==> src/rtl/timer_entry_loader_if.sv <==
// Keypad/timer-side bundle for timer_entry_loader: key strobes and timer status in,
// load data, load strobe, count enable, alarm and debug state out.
interface timer_entry_loader_if;
    logic       key_valid;
    logic [3:0] key_code;
    logic       start_key;
    logic       clear_key;
    logic       timer_zero;
    logic [3:0] min_tens;
    logic [3:0] min_ones;
    logic [3:0] sec_tens;
    logic [3:0] sec_ones;
    logic       load;
    logic       enablen;
    logic       alarm;
    logic [2:0] fsm_state;

    modport master (
        output key_valid, key_code, start_key, clear_key, timer_zero,
        input  min_tens, min_ones, sec_tens, sec_ones, load, enablen, alarm, fsm_state
    );

    modport slave (
        input  key_valid, key_code, start_key, clear_key, timer_zero,
        output min_tens, min_ones, sec_tens, sec_ones, load, enablen, alarm, fsm_state
    );
endinterface

==> src/rtl/timer_entry_loader.sv <==
// Microwave-style MM:SS entry for the down-counting timer chain: shifts digits in,
// pulses load on start, gates the count enable and sounds a timed alarm at zero.
module timer_entry_loader #(
    parameter int ALARM_CYCLES = 8,
    parameter int CNT_W        = 4
) (
    input  logic                 clk,
    input  logic                 rst,
    timer_entry_loader_if.slave  bus
);

    typedef enum logic [2:0] {
        IDLE    = 3'd0,
        ENTRY   = 3'd1,
        LOADING = 3'd2,
        RUNNING = 3'd3,
        PAUSED  = 3'd4,
        DONE    = 3'd5
    } state_t;

    localparam logic [CNT_W-1:0] ALARM_LAST = CNT_W'(ALARM_CYCLES - 1);

    state_t           state;
    state_t           next_state;
    logic [2:0]       digit_count;
    logic [CNT_W-1:0] alarm_count;
    logic [15:0]      digits;
    logic             shift_digit;
    logic             clear_digits;

    always_ff @(posedge clk or negedge rst) begin
        if (!rst) begin
            state <= IDLE;
        end else begin
            state <= next_state;
        end
    end

    // Priority is clear > start > digit; a strobe that loses is simply dropped.
    always_comb begin
        next_state   = state;
        shift_digit  = 1'b0;
        clear_digits = 1'b0;
        case (state)
            IDLE, ENTRY: begin
                if (bus.clear_key) begin
                    clear_digits = 1'b1;
                    next_state   = IDLE;
                end else if (bus.start_key) begin
                    if (state == ENTRY) begin
                        next_state = LOADING;
                    end
                end else if (bus.key_valid && (bus.key_code <= 4'd9) && (digit_count < 3'd4)) begin
                    shift_digit = 1'b1;
                    next_state  = ENTRY;
                end
            end
            LOADING: next_state = RUNNING;
            RUNNING: begin
                if (bus.clear_key) begin
                    next_state = PAUSED;
                end else if (bus.timer_zero) begin
                    next_state = DONE;
                end
            end
            PAUSED: begin
                if (bus.clear_key) begin
                    clear_digits = 1'b1;
                    next_state   = IDLE;
                end else if (bus.start_key) begin
                    next_state = RUNNING;
                end
            end
            DONE: begin
                if (bus.clear_key || (alarm_count == ALARM_LAST)) begin
                    clear_digits = 1'b1;
                    next_state   = IDLE;
                end
            end
            default: next_state = IDLE;
        endcase
    end

    always_comb begin
        bus.load      = (state == LOADING);
        bus.enablen   = (state != RUNNING);
        bus.alarm     = (state == DONE);
        bus.fsm_state = state;
    end

    always_ff @(posedge clk or negedge rst) begin
        if (!rst) begin
            digits      <= 16'h0000;
            digit_count <= 3'd0;
        end else if (clear_digits) begin
            digits      <= 16'h0000;
            digit_count <= 3'd0;
        end else if (shift_digit) begin
            digits      <= {digits[11:0], bus.key_code};
            digit_count <= digit_count + 3'd1;
        end
    end

    // Counts alarm cycles while DONE persists; any exit leaves it ready at 0.
    always_ff @(posedge clk or negedge rst) begin
        if (!rst) begin
            alarm_count <= '0;
        end else if ((state == DONE) && (next_state == DONE)) begin
            alarm_count <= alarm_count + 1'b1;
        end else begin
            alarm_count <= '0;
        end
    end

    assign bus.min_tens = digits[15:12];
    assign bus.min_ones = digits[11:8];
    assign bus.sec_tens = digits[7:4];
    assign bus.sec_ones = digits[3:0];

endmodule

==> src/flat_wrapper.sv <==
// flat-port wrapper written by rule: the top's interface ports become plain ports
module timer_entry_loader_flat 
#(
    parameter int ALARM_CYCLES = 8,
    parameter int CNT_W        = 4
)
  (clk, rst, bus_key_valid, bus_key_code, bus_start_key, bus_clear_key, bus_timer_zero, bus_min_tens, bus_min_ones, bus_sec_tens, bus_sec_ones, bus_load, bus_enablen, bus_alarm, bus_fsm_state);
  timer_entry_loader_if bus_i ();
  input  logic clk;
  input  logic rst;
  input wire logic [$bits(bus_i.key_valid)-1:0] bus_key_valid;
  input wire logic [$bits(bus_i.key_code)-1:0] bus_key_code;
  input wire logic [$bits(bus_i.start_key)-1:0] bus_start_key;
  input wire logic [$bits(bus_i.clear_key)-1:0] bus_clear_key;
  input wire logic [$bits(bus_i.timer_zero)-1:0] bus_timer_zero;
  output wire logic [$bits(bus_i.min_tens)-1:0] bus_min_tens;
  output wire logic [$bits(bus_i.min_ones)-1:0] bus_min_ones;
  output wire logic [$bits(bus_i.sec_tens)-1:0] bus_sec_tens;
  output wire logic [$bits(bus_i.sec_ones)-1:0] bus_sec_ones;
  output wire logic [$bits(bus_i.load)-1:0] bus_load;
  output wire logic [$bits(bus_i.enablen)-1:0] bus_enablen;
  output wire logic [$bits(bus_i.alarm)-1:0] bus_alarm;
  output wire logic [$bits(bus_i.fsm_state)-1:0] bus_fsm_state;
  assign bus_i.key_valid = bus_key_valid;
  assign bus_i.key_code = bus_key_code;
  assign bus_i.start_key = bus_start_key;
  assign bus_i.clear_key = bus_clear_key;
  assign bus_i.timer_zero = bus_timer_zero;
  assign bus_min_tens = bus_i.min_tens;
  assign bus_min_ones = bus_i.min_ones;
  assign bus_sec_tens = bus_i.sec_tens;
  assign bus_sec_ones = bus_i.sec_ones;
  assign bus_load = bus_i.load;
  assign bus_enablen = bus_i.enablen;
  assign bus_alarm = bus_i.alarm;
  assign bus_fsm_state = bus_i.fsm_state;
  timer_entry_loader #(.ALARM_CYCLES(ALARM_CYCLES), .CNT_W(CNT_W)) u_core (.clk(clk), .rst(rst), .bus(bus_i));
endmodule
==> config.mk <==
export PLATFORM = sky130hd
export DESIGN_NAME = timer_entry_loader_flat
export DESIGN_NICKNAME = d
export VERILOG_FILES = /design/src/rtl/timer_entry_loader_if.sv /design/src/rtl/timer_entry_loader.sv /design/src/flat_wrapper.sv
export SDC_FILE = /design/constraint.sdc
export NUM_CORES = 1
export LEC_CHECK = 0
export ABC_CLOCK_PERIOD_IN_PS = 3400
export CORE_MARGIN = 8
export CORE_UTILIZATION = 52
export CTS_CLUSTER_DIAMETER = 200
export CTS_CLUSTER_SIZE = 10
export DETAILED_ROUTE_END_ITERATION = 10
export GPL_ROUTABILITY_DRIVEN = 0
export GPL_TIMING_DRIVEN = 0
export PLACE_DENSITY = 0.84
export SYNTH_ARGS = -nofsm -noshare
export SYNTH_HDL_FRONTEND = slang
export SYNTH_SLANG_ARGS = --single-unit
==> constraint.sdc <==
create_clock -name clk -period 3.4 [get_ports clk]
set_clock_uncertainty 0.1 [all_clocks]
set_input_delay 0.51 -clock clk [delete_from_list [all_inputs] [get_ports clk]]
set_output_delay 0.51 -clock clk [all_outputs]
set_load 0.02 [all_outputs]
==> results of run 1 <==
[flip-flops by register name, summed over array words and instances (netlist names)]
signal / flops
u_core.digit_count: 3
u_core.digits: 16
u_core.bus.fsm_state: 3
u_core.alarm_count: 4
[worst max-delay path, stage by stage (launching register included)]
cell,delay [ps]
dfrtp_1,410
buf_6,140
nand3b_1,180
clkbuf_1,240
inv_1,100
clkdlybuf4s50_1,600
[power breakdown]
part	switching, mW	leakage, nW	internal [mW]
clock	0.0869	0.0138	0.0414
combinational	0.130	0.353	0.106
sequential	0.0281	0.360	0.330
total	0.245	0.727	0.477
[layer usage]
metal  up-vias  track usage [%]  part of all wire [%]  wire length, µm
met3         6             3.86                   7.0              230
met5         -                0                     0                0
li1        545                -                     -                -
met4         0             5.07                   1.6               51
met1       558             17.8                    40             1320
met2        42             25.8                    51             1670
[logic make-up (layout without fill, tap and decap cells)]
kind of cell | Yosys count | after routing | synth area share (%)
AO/OA/AOI/OAI | 37 | 37 | 18.9
AND/OR/NAND/NOR | 36 | 36 | 17.7
flip-flops | 26 | 26 | 49.1
buffers and inverters | 14 | 48 | 5.09
multiplexers | 8 | 8 | 6.04
adder cells (fa/ha/maj) | 2 | 2 | 1.89
XOR/XNOR | 2 | 2 | 1.32
[cell type report]
cell class	instances	area, µm²
multi-input combinational	85	608
timing repair buffer	31	310
buffer	9	48.8
tap	30	37.5
clock buffer	3	22.5
fill	195	758
sequential	26	651
inverter	5	18.8
[cells in the final DEF (no fill, tap or decap), types with 2 or more instances in the layout]
cell type / Yosys / layout
clkdlybuf4s50_1: 0 / 31
dfrtp_1: 26 / 26
a21oi_1: 11 / 11
nand4_1: 8 / 8
o211ai_1: 8 / 8
mux2i_1: 8 / 8
o31ai_1: 7 / 7
clkbuf_1: 5 / 5
inv_1: 5 / 5
nor2_1: 5 / 5
o21ai_0: 4 / 4
nand3_1: 4 / 4
nand3b_1: 3 / 3
clkbuf_4: 0 / 3
buf_6: 2 / 2
nor2b_1: 2 / 2
buf_1: 2 / 2
nand2b_1: 2 / 2
or4_4: 2 / 2
and2_1: 2 / 2
o41ai_1: 2 / 2
ha_1: 2 / 2
[through the flow]
stage | worst slack, ps | hold slack (ps) | power (mW)
2_1_floorplan | 1340 | 114 | 0.498
3_3_place_gp | 863 | 351 | 0.590
3_5_place_dp | 834 | 360 | 0.600
4_1_cts | 784 | 378 | 0.725
5_1_grt | 684 | 393 | 0.758
6_report | 805 | 375 | 0.722
[how the worst max path moves through the flow]
stage / cells past startpoint / slack, ps / endpoint
2_1_floorplan: 5 / 1340 / u_core.digits[3]$_DFFE_PN0P_
3_3_place_gp: 5 / 860 / u_core.digits[3]$_DFFE_PN0P_
3_5_place_dp: 5 / 830 / u_core.digits[3]$_DFFE_PN0P_
4_1_cts: 5 / 780 / bus_alarm
5_1_grt: 5 / 680 / bus_alarm
6_report: 5 / 800 / bus_alarm
==> metrics.txt, run 1 <==
# TYPE chip_impl_metric gauge
chip_impl_info{name="status",value="complete, no violations"} 1
chip_impl_info{name="ff_to_ff_end",value="u_core.digits[3]$_DFFE_PN0P_"} 1
chip_impl_metric{name="leakage",unit="nW"} 0.727
chip_impl_info{name="synth.cells.most_frequent",value="dfrtp_1, a21oi_1, mux2i_1, nand4_1, o211ai_1"} 1
chip_impl_metric{name="syn_to_final_growth",unit="%"} 27.9
chip_impl_metric{name="cp.required",unit="ps"} 2790
chip_impl_info{name="critical_path.reg2reg.startpoint",value="u_core.bus.fsm_state[1]$_DFF_PN0_"} 1
chip_impl_metric{name="post_synth.cell_area_avg",unit="µm²"} 10.6
chip_impl_metric{name="post-place-cells",unit=""} 186
chip_impl_metric{name="cell_count_final_fillers_out",unit=""} 189
chip_impl_info{name="timing.hold.worst.start",value="u_core.alarm_count[0]$_DFF_PN0_"} 1
chip_impl_metric{name="track_usage",unit="%"} 15.1
chip_impl_metric{name="cts_max_path_buffers",unit=""} 2
chip_impl_metric{name="final_area",unit="µm²"} 1700
chip_impl_metric{name="wire_length_of_the_first_global_routing_pass",unit="µm"} 5310
chip_impl_metric{name="num_vias",unit=""} 1151
chip_impl_metric{name="cts_hold_buf",unit=""} 0
chip_impl_info{name="netlist_top_cells_area",value="dfrtp_1, mux2i_1, o211ai_1"} 1
chip_impl_metric{name="timing_max_transition_violations_final",unit=""} 0
chip_impl_metric{name="finalCoreUtilization",unit="%"} 69.1
chip_impl_metric{name="post_cts_resize_count",unit=""} 0
chip_impl_info{name="dominantRegCellSynth",value="dfrtp_1"} 1
chip_impl_metric{name="design.core.area",unit="µm²"} 2450
chip_impl_metric{name="synth_cell_types",unit=""} 35
chip_impl_info{name="tritoncts",value="done"} 1
chip_impl_info{name="worst_setup_path_start_kind",value="flip-flop"} 1
chip_impl_metric{name="initial_utilization",unit="%"} 54.0
chip_impl_metric{name="drt_pre_antenna_iters",unit=""} 4
chip_impl_metric{name="peakVddDrop",unit="mV"} 0.300
chip_impl_metric{name="ys_ff_latch",unit=""} 26
chip_impl_metric{name="async_flop_share",unit="%"} 100
chip_impl_metric{name="detail_route.wirelength",unit="µm"} 3280
chip_impl_metric{name="fp.dieArea",unit="µm²"} 4420
chip_impl_metric{name="number_of_antenna_violations_at_the_first_check_in_global_routing",unit=""} 0
chip_impl_info{name="cts.root.buffer_cell",value="clkbuf_4"} 1
chip_impl_metric{name="report.final.setup_viol",unit=""} 0
chip_impl_metric{name="synth.yosys.warnings",unit=""} 0
chip_impl_metric{name="grt_max_degree",unit=""} 27
chip_impl_metric{name="fin_setup_tns",unit="ps"} 0
chip_impl_metric{name="synth-edff-count",unit=""} 0
chip_impl_metric{name="layout_cell_share_with_drive_strength_beyond_1",unit="%"} 7.55
chip_impl_metric{name="min_path_cells",unit=""} 1
chip_impl_metric{name="antenna_cells",unit=""} 0
chip_impl_metric{name="dp_hpwl",unit="µm"} 2410
chip_impl_metric{name="period_share",unit="%"} 76.3
chip_impl_metric{name="relSlewSlack",unit="%"} 22.5
chip_impl_metric{name="post_cts.repair.setup_buffers",unit=""} 0
chip_impl_metric{name="reg2regPathDepth",unit=""} 5
chip_impl_metric{name="avgViaCountPerCell",unit=""} 6.09
chip_impl_info{name="most_common_cell_in_the_netlist",value="dfrtp_1"} 1
chip_impl_metric{name="cp_data_arrival_time",unit="ps"} 1990
chip_impl_metric{name="design.final.nets",unit=""} 173
chip_impl_metric{name="rrSetupSlack",unit="ps"} 1360
chip_impl_info{name="kind_of_critical_path",value="reg2out"} 1
chip_impl_metric{name="synth_top_area_share",unit="%"} 49.1
chip_impl_info{name="synth_top_area_cell",value="dfrtp_1"} 1
chip_impl_metric{name="routed_wirelength_normalized_by_instance_count",unit="µm"} 17.3
chip_impl_metric{name="synth_seq_area_share",unit="%"} 49.1
chip_impl_metric{name="drc",unit=""} 0
chip_impl_metric{name="p_per_area",unit="nW/µm²"} 426
chip_impl_metric{name="numPortBuffers",unit=""} 31
chip_impl_metric{name="ant_nets",unit=""} 0
chip_impl_metric{name="ios",unit=""} 32
chip_impl_info{name="worst_hold_path.endpoint",value="u_core.alarm_count[0]$_DFF_PN0_"} 1
chip_impl_info{name="rsz_0062_raised_after_global_routing",value="false"} 1
chip_impl_metric{name="die_height",unit="µm"} 66.5
chip_impl_metric{name="clk_latency",unit="ps"} 310
chip_impl_metric{name="post_synth_instance_area",unit="µm²"} 1330
chip_impl_metric{name="number_of_global_route_vias_before_repair",unit=""} 1120
chip_impl_metric{name="clk_pin_slew",unit="ps"} 130
chip_impl_metric{name="hold_violations_final",unit=""} 0
chip_impl_metric{name="max_clock_freq",unit="MHz"} 385
chip_impl_metric{name="rows",unit=""} 18
chip_impl_metric{name="cap_viol_max_count",unit=""} 0
chip_impl_metric{name="die_w",unit="µm"} 66.5
chip_impl_metric{name="worst_pin_slew",unit="ps"} 1160
chip_impl_metric{name="synth_cells",unit=""} 125
chip_impl_metric{name="global_route.overflow_total",unit=""} 0
chip_impl_metric{name="layout_min_cycle_time",unit="ps"} 2600
chip_impl_info{name="worst_hold_class",value="reg2reg"} 1
chip_impl_metric{name="htree_levels",unit=""} 1
chip_impl_metric{name="cts-buffers-inserted",unit=""} 3
chip_impl_metric{name="first_iter_violations",unit=""} 83
chip_impl_info{name="critPathCaptureType",value="output pin"} 1
chip_impl_info{name="worst_setup_path_startpoint",value="u_core.bus.fsm_state[1]$_DFF_PN0_"} 1
chip_impl_metric{name="placement_cell_area",unit="µm²"} 1670
chip_impl_metric{name="critPathMaxFanout",unit=""} 10
chip_impl_metric{name="numClockSinks",unit=""} 26
chip_impl_metric{name="syn_nets",unit=""} 137
(Power assumes the default switching activity.)
==> run 2: changes to the inputs <==
--- a/config.mk
+++ b/config.mk
@@ -5,15 +5,15 @@
 export SDC_FILE = /design/constraint.sdc
 export NUM_CORES = 1
 export LEC_CHECK = 0
-export ABC_CLOCK_PERIOD_IN_PS = 3400
+export ABC_CLOCK_PERIOD_IN_PS = 2200
 export CORE_MARGIN = 8
-export CORE_UTILIZATION = 52
+export CORE_UTILIZATION = 44
 export CTS_CLUSTER_DIAMETER = 200
 export CTS_CLUSTER_SIZE = 10
 export DETAILED_ROUTE_END_ITERATION = 10
 export GPL_ROUTABILITY_DRIVEN = 0
 export GPL_TIMING_DRIVEN = 0
-export PLACE_DENSITY = 0.84
+export PLACE_DENSITY = 0.76
 export SYNTH_ARGS = -nofsm -noshare
 export SYNTH_HDL_FRONTEND = slang
 export SYNTH_SLANG_ARGS = --single-unit
==> constraint.sdc (replaced) <==
create_clock -name clk -period 2.2 [get_ports clk]
set_clock_uncertainty 0.1 [all_clocks]
set_input_delay 0.33 -clock clk [delete_from_list [all_inputs] [get_ports clk]]
set_output_delay 0.33 -clock clk [all_outputs]
set_load 0.02 [all_outputs]
==> run 2 against run 1 <==
  * First-iteration DRC count up 61%
  * Register-to-register slack lost 1200 ps
  * Worst setup slack lost 690 ps
  * Flip-flop and latch count unchanged
  * Via count rose by 0.78%
  * Critical path depth did not move
  * Non-clock buffer count did not move
  * Routed wire length decreased by 1.5%
  * Sequential power grew 55%
  * Global-route usage is 1.8 points lower
  * Final area up 0.96%
  * Critical path type unchanged
  * Critical endpoint unchanged
  * Highest routed layer unchanged
==> metrics.txt, run 2 (same netlist as run 1, synthesis figures left out) <==
# TYPE chip_impl_metric gauge
chip_impl_metric{name="number_of_global_route_vias_before_repair",unit=""} 1214
chip_impl_metric{name="number_of_antenna_violations_at_the_first_check_in_global_routing",unit=""} 0
chip_impl_metric{name="syn_to_final_growth",unit="%"} 29.2
chip_impl_metric{name="cts_hold_buf",unit=""} 0
chip_impl_info{name="kind_of_critical_path",value="reg2out"} 1
chip_impl_metric{name="design.core.area",unit="µm²"} 2950
chip_impl_info{name="biggestRegsByFlops",value="u_core.digits (16), u_core.alarm_count (4)"} 1
chip_impl_info{name="timing.hold.worst.start",value="u_core.alarm_count[0]$_DFF_PN0_"} 1
chip_impl_info{name="layout.cells.most_common",value="clkdlybuf4s50_1"} 1
chip_impl_info{name="status",value="complete, no violations"} 1
chip_impl_metric{name="critPathMaxFanout",unit=""} 10
chip_impl_info{name="critical_path.reg2reg.startpoint",value="u_core.bus.fsm_state[1]$_DFF_PN0_"} 1
chip_impl_metric{name="cp_data_arrival_time",unit="ps"} 1660
chip_impl_metric{name="ios",unit=""} 32
chip_impl_metric{name="hold_violations_final",unit=""} 0
chip_impl_metric{name="antenna_cells",unit=""} 0
chip_impl_metric{name="drt_pre_antenna_iters",unit=""} 4
chip_impl_metric{name="dp_hpwl",unit="µm"} 2370
chip_impl_info{name="crit_slowest_cell",value="dfrtp_1"} 1
chip_impl_metric{name="cts_max_path_buffers",unit=""} 2
chip_impl_metric{name="power",unit="mW"} 1.16
chip_impl_metric{name="first_iter_violations",unit=""} 134
chip_impl_info{name="cts.root.buffer_cell",value="clkbuf_4"} 1
chip_impl_metric{name="num_vias",unit=""} 1160
chip_impl_metric{name="period_share",unit="%"} 94.9
chip_impl_metric{name="p_per_area",unit="nW/µm²"} 675
chip_impl_info{name="rsz_0062_raised_after_global_routing",value="false"} 1
chip_impl_metric{name="layout_min_cycle_time",unit="ps"} 2090
chip_impl_metric{name="max_clock_freq",unit="MHz"} 479
chip_impl_metric{name="critical_path.max_stage_delay",unit="ps"} 420
chip_impl_metric{name="initial_utilization",unit="%"} 44.9
chip_impl_metric{name="drc",unit=""} 0
chip_impl_metric{name="peakVddDrop",unit="mV"} 0.463
chip_impl_metric{name="ant_nets",unit=""} 0
chip_impl_metric{name="cp.required",unit="ps"} 1770
chip_impl_info{name="worst_hold_path.endpoint",value="u_core.alarm_count[0]$_DFF_PN0_"} 1
chip_impl_metric{name="global_route.overflow_total",unit=""} 0
chip_impl_info{name="critPathCaptureType",value="output pin"} 1
chip_impl_metric{name="routed_wirelength_normalized_by_instance_count",unit="µm"} 16.7
chip_impl_metric{name="leakage",unit="nW"} 0.745
chip_impl_metric{name="grt_max_degree",unit=""} 27
chip_impl_info{name="ff_to_ff_end",value="u_core.digits[3]$_DFFE_PN0P_"} 1
chip_impl_metric{name="min_path_cells",unit=""} 1
chip_impl_metric{name="layout_cell_share_with_drive_strength_beyond_1",unit="%"} 8.75
chip_impl_metric{name="rrSetupSlack",unit="ps"} 150
chip_impl_metric{name="setup_slack",unit="ps"} 112
chip_impl_info{name="tritoncts",value="done"} 1
chip_impl_info{name="crit_chain",value="buf_6, nand3b_1, clkbuf_2, inv_1, dlygate4sd2_1"} 1
chip_impl_metric{name="numPortBuffers",unit=""} 31
chip_impl_metric{name="design.final.nets",unit=""} 173
chip_impl_metric{name="dpl_worst_slack",unit="ps"} -192
chip_impl_metric{name="die_w",unit="µm"} 70.9
chip_impl_metric{name="critical_path_buf_inv_count",unit=""} 4
chip_impl_metric{name="numClockSinks",unit=""} 26
chip_impl_metric{name="rows",unit=""} 20
chip_impl_metric{name="worst_pin_slew",unit="ps"} 1150
chip_impl_info{name="worst_hold_class",value="reg2reg"} 1
chip_impl_info{name="most_used_cells_in_the_layout_excluding_fill_and_tap_cells",value="clkdlybuf4s50_1, dfrtp_1, a21oi_1"} 1
chip_impl_info{name="worst_setup_path_start_kind",value="flip-flop"} 1
chip_impl_metric{name="cap_viol_max_count",unit=""} 0
chip_impl_metric{name="clk_pin_slew",unit="ps"} 140
chip_impl_metric{name="wire_length_of_the_first_global_routing_pass",unit="µm"} 5550
chip_impl_info{name="worst_setup_path_startpoint",value="u_core.bus.fsm_state[1]$_DFF_PN0_"} 1
chip_impl_metric{name="detail_route.wirelength",unit="µm"} 3230
chip_impl_metric{name="report.final.setup_viol",unit=""} 0
chip_impl_metric{name="path_depth",unit=""} 5
chip_impl_metric{name="avgViaCountPerCell",unit=""} 6.01
chip_impl_metric{name="largest_register_ffs",unit=""} 16
chip_impl_info{name="largest-register",value="u_core.digits"} 1
chip_impl_metric{name="reg2regPathDepth",unit=""} 5
chip_impl_metric{name="fillerInstances",unit=""} 287
chip_impl_metric{name="timing_max_transition_violations_final",unit=""} 0
chip_impl_metric{name="cts-buffers-inserted",unit=""} 3
chip_impl_metric{name="clk_latency",unit="ps"} 320
chip_impl_metric{name="finalCoreUtilization",unit="%"} 58.0
chip_impl_info{name="cp_top_family",value="buffers and inverters"} 1
chip_impl_metric{name="die_height",unit="µm"} 70.9
chip_impl_metric{name="htree_levels",unit=""} 1
chip_impl_metric{name="track_usage",unit="%"} 13.2
chip_impl_metric{name="relSlewSlack",unit="%"} 22.8
chip_impl_metric{name="fp.dieArea",unit="µm²"} 5030
## run 2: changes by cell type in the layout (fill, tap and decap cells not counted)
cell | before | now
dlygate4sd2_1 | 0 | 2
clkbuf_2 | 0 | 1
clkbuf_8 | 0 | 1
clkbuf_1 | 5 | 4
clkdlybuf4s50_1 | 31 | 29
## run 2: worst max path at each step
stage                                        end  slack, ps
floorplan           u_core.digits[3]$_DFFE_PN0P_        140
global placement    u_core.digits[3]$_DFFE_PN0P_       -180
detailed placement  u_core.digits[3]$_DFFE_PN0P_       -190
CTS                                    bus_alarm         80
global route                           bus_alarm         20
finish                                 bus_alarm        110
## run 2: repair_timing
| action | 4_1_cts | 5_1_grt |
|---|---|---|
| endpoints found under the setup margin | 2 | 0 |
| gates resized for setup | 3 | 0 |
| setup buffers | 0 | 0 |
## run 2: worst reg2reg max path, stage by stage, from the launching register on
cell,delay [ps]
dfrtp_1,420
buf_6,140
or4_4,520
buf_6,160
or4_4,420
a221oi_2,220
## run 2: area by class of cell
class	count	area [µm²]	area share, %
sequential	26	651	38.0
multi-input combinational	85	608	35.5
timing repair buffer	31	308	18.0
buffer	9	50.0	2.92
tap	33	41.3	2.41
clock buffer	4	36.3	2.12
inverter	5	18.8	1.10
## run 2: stage by stage
stage	area (µm²)	instances	hold slack, ps	setup TNS (ps)
floorplan	1330	125	-65.6	0
global placement	1680	189	345	-410
detailed placement	1680	189	352	-1440
CTS	1710	193	371	0
global route	1710	193	383	0
finish	1710	193	369	0
## run 2: where the power goes
| part | internal, mW | leakage [nW] | switching [mW] |
|---|---|---|---|
| clock | 0.101 | 0.0210 | 0.141 |
| combinational | 0.158 | 0.365 | 0.202 |
| sequential | 0.510 | 0.360 | 0.0443 |
## run 2: layer usage
layer,share of wire (%),vias to the layer above,GRT usage [%]
li1,-,545,-
met1,42,577,14.8
met2,49,36,23.5
met3,8.4,2,4.24
met4,0.59,0,3.46
met5,0,-,0
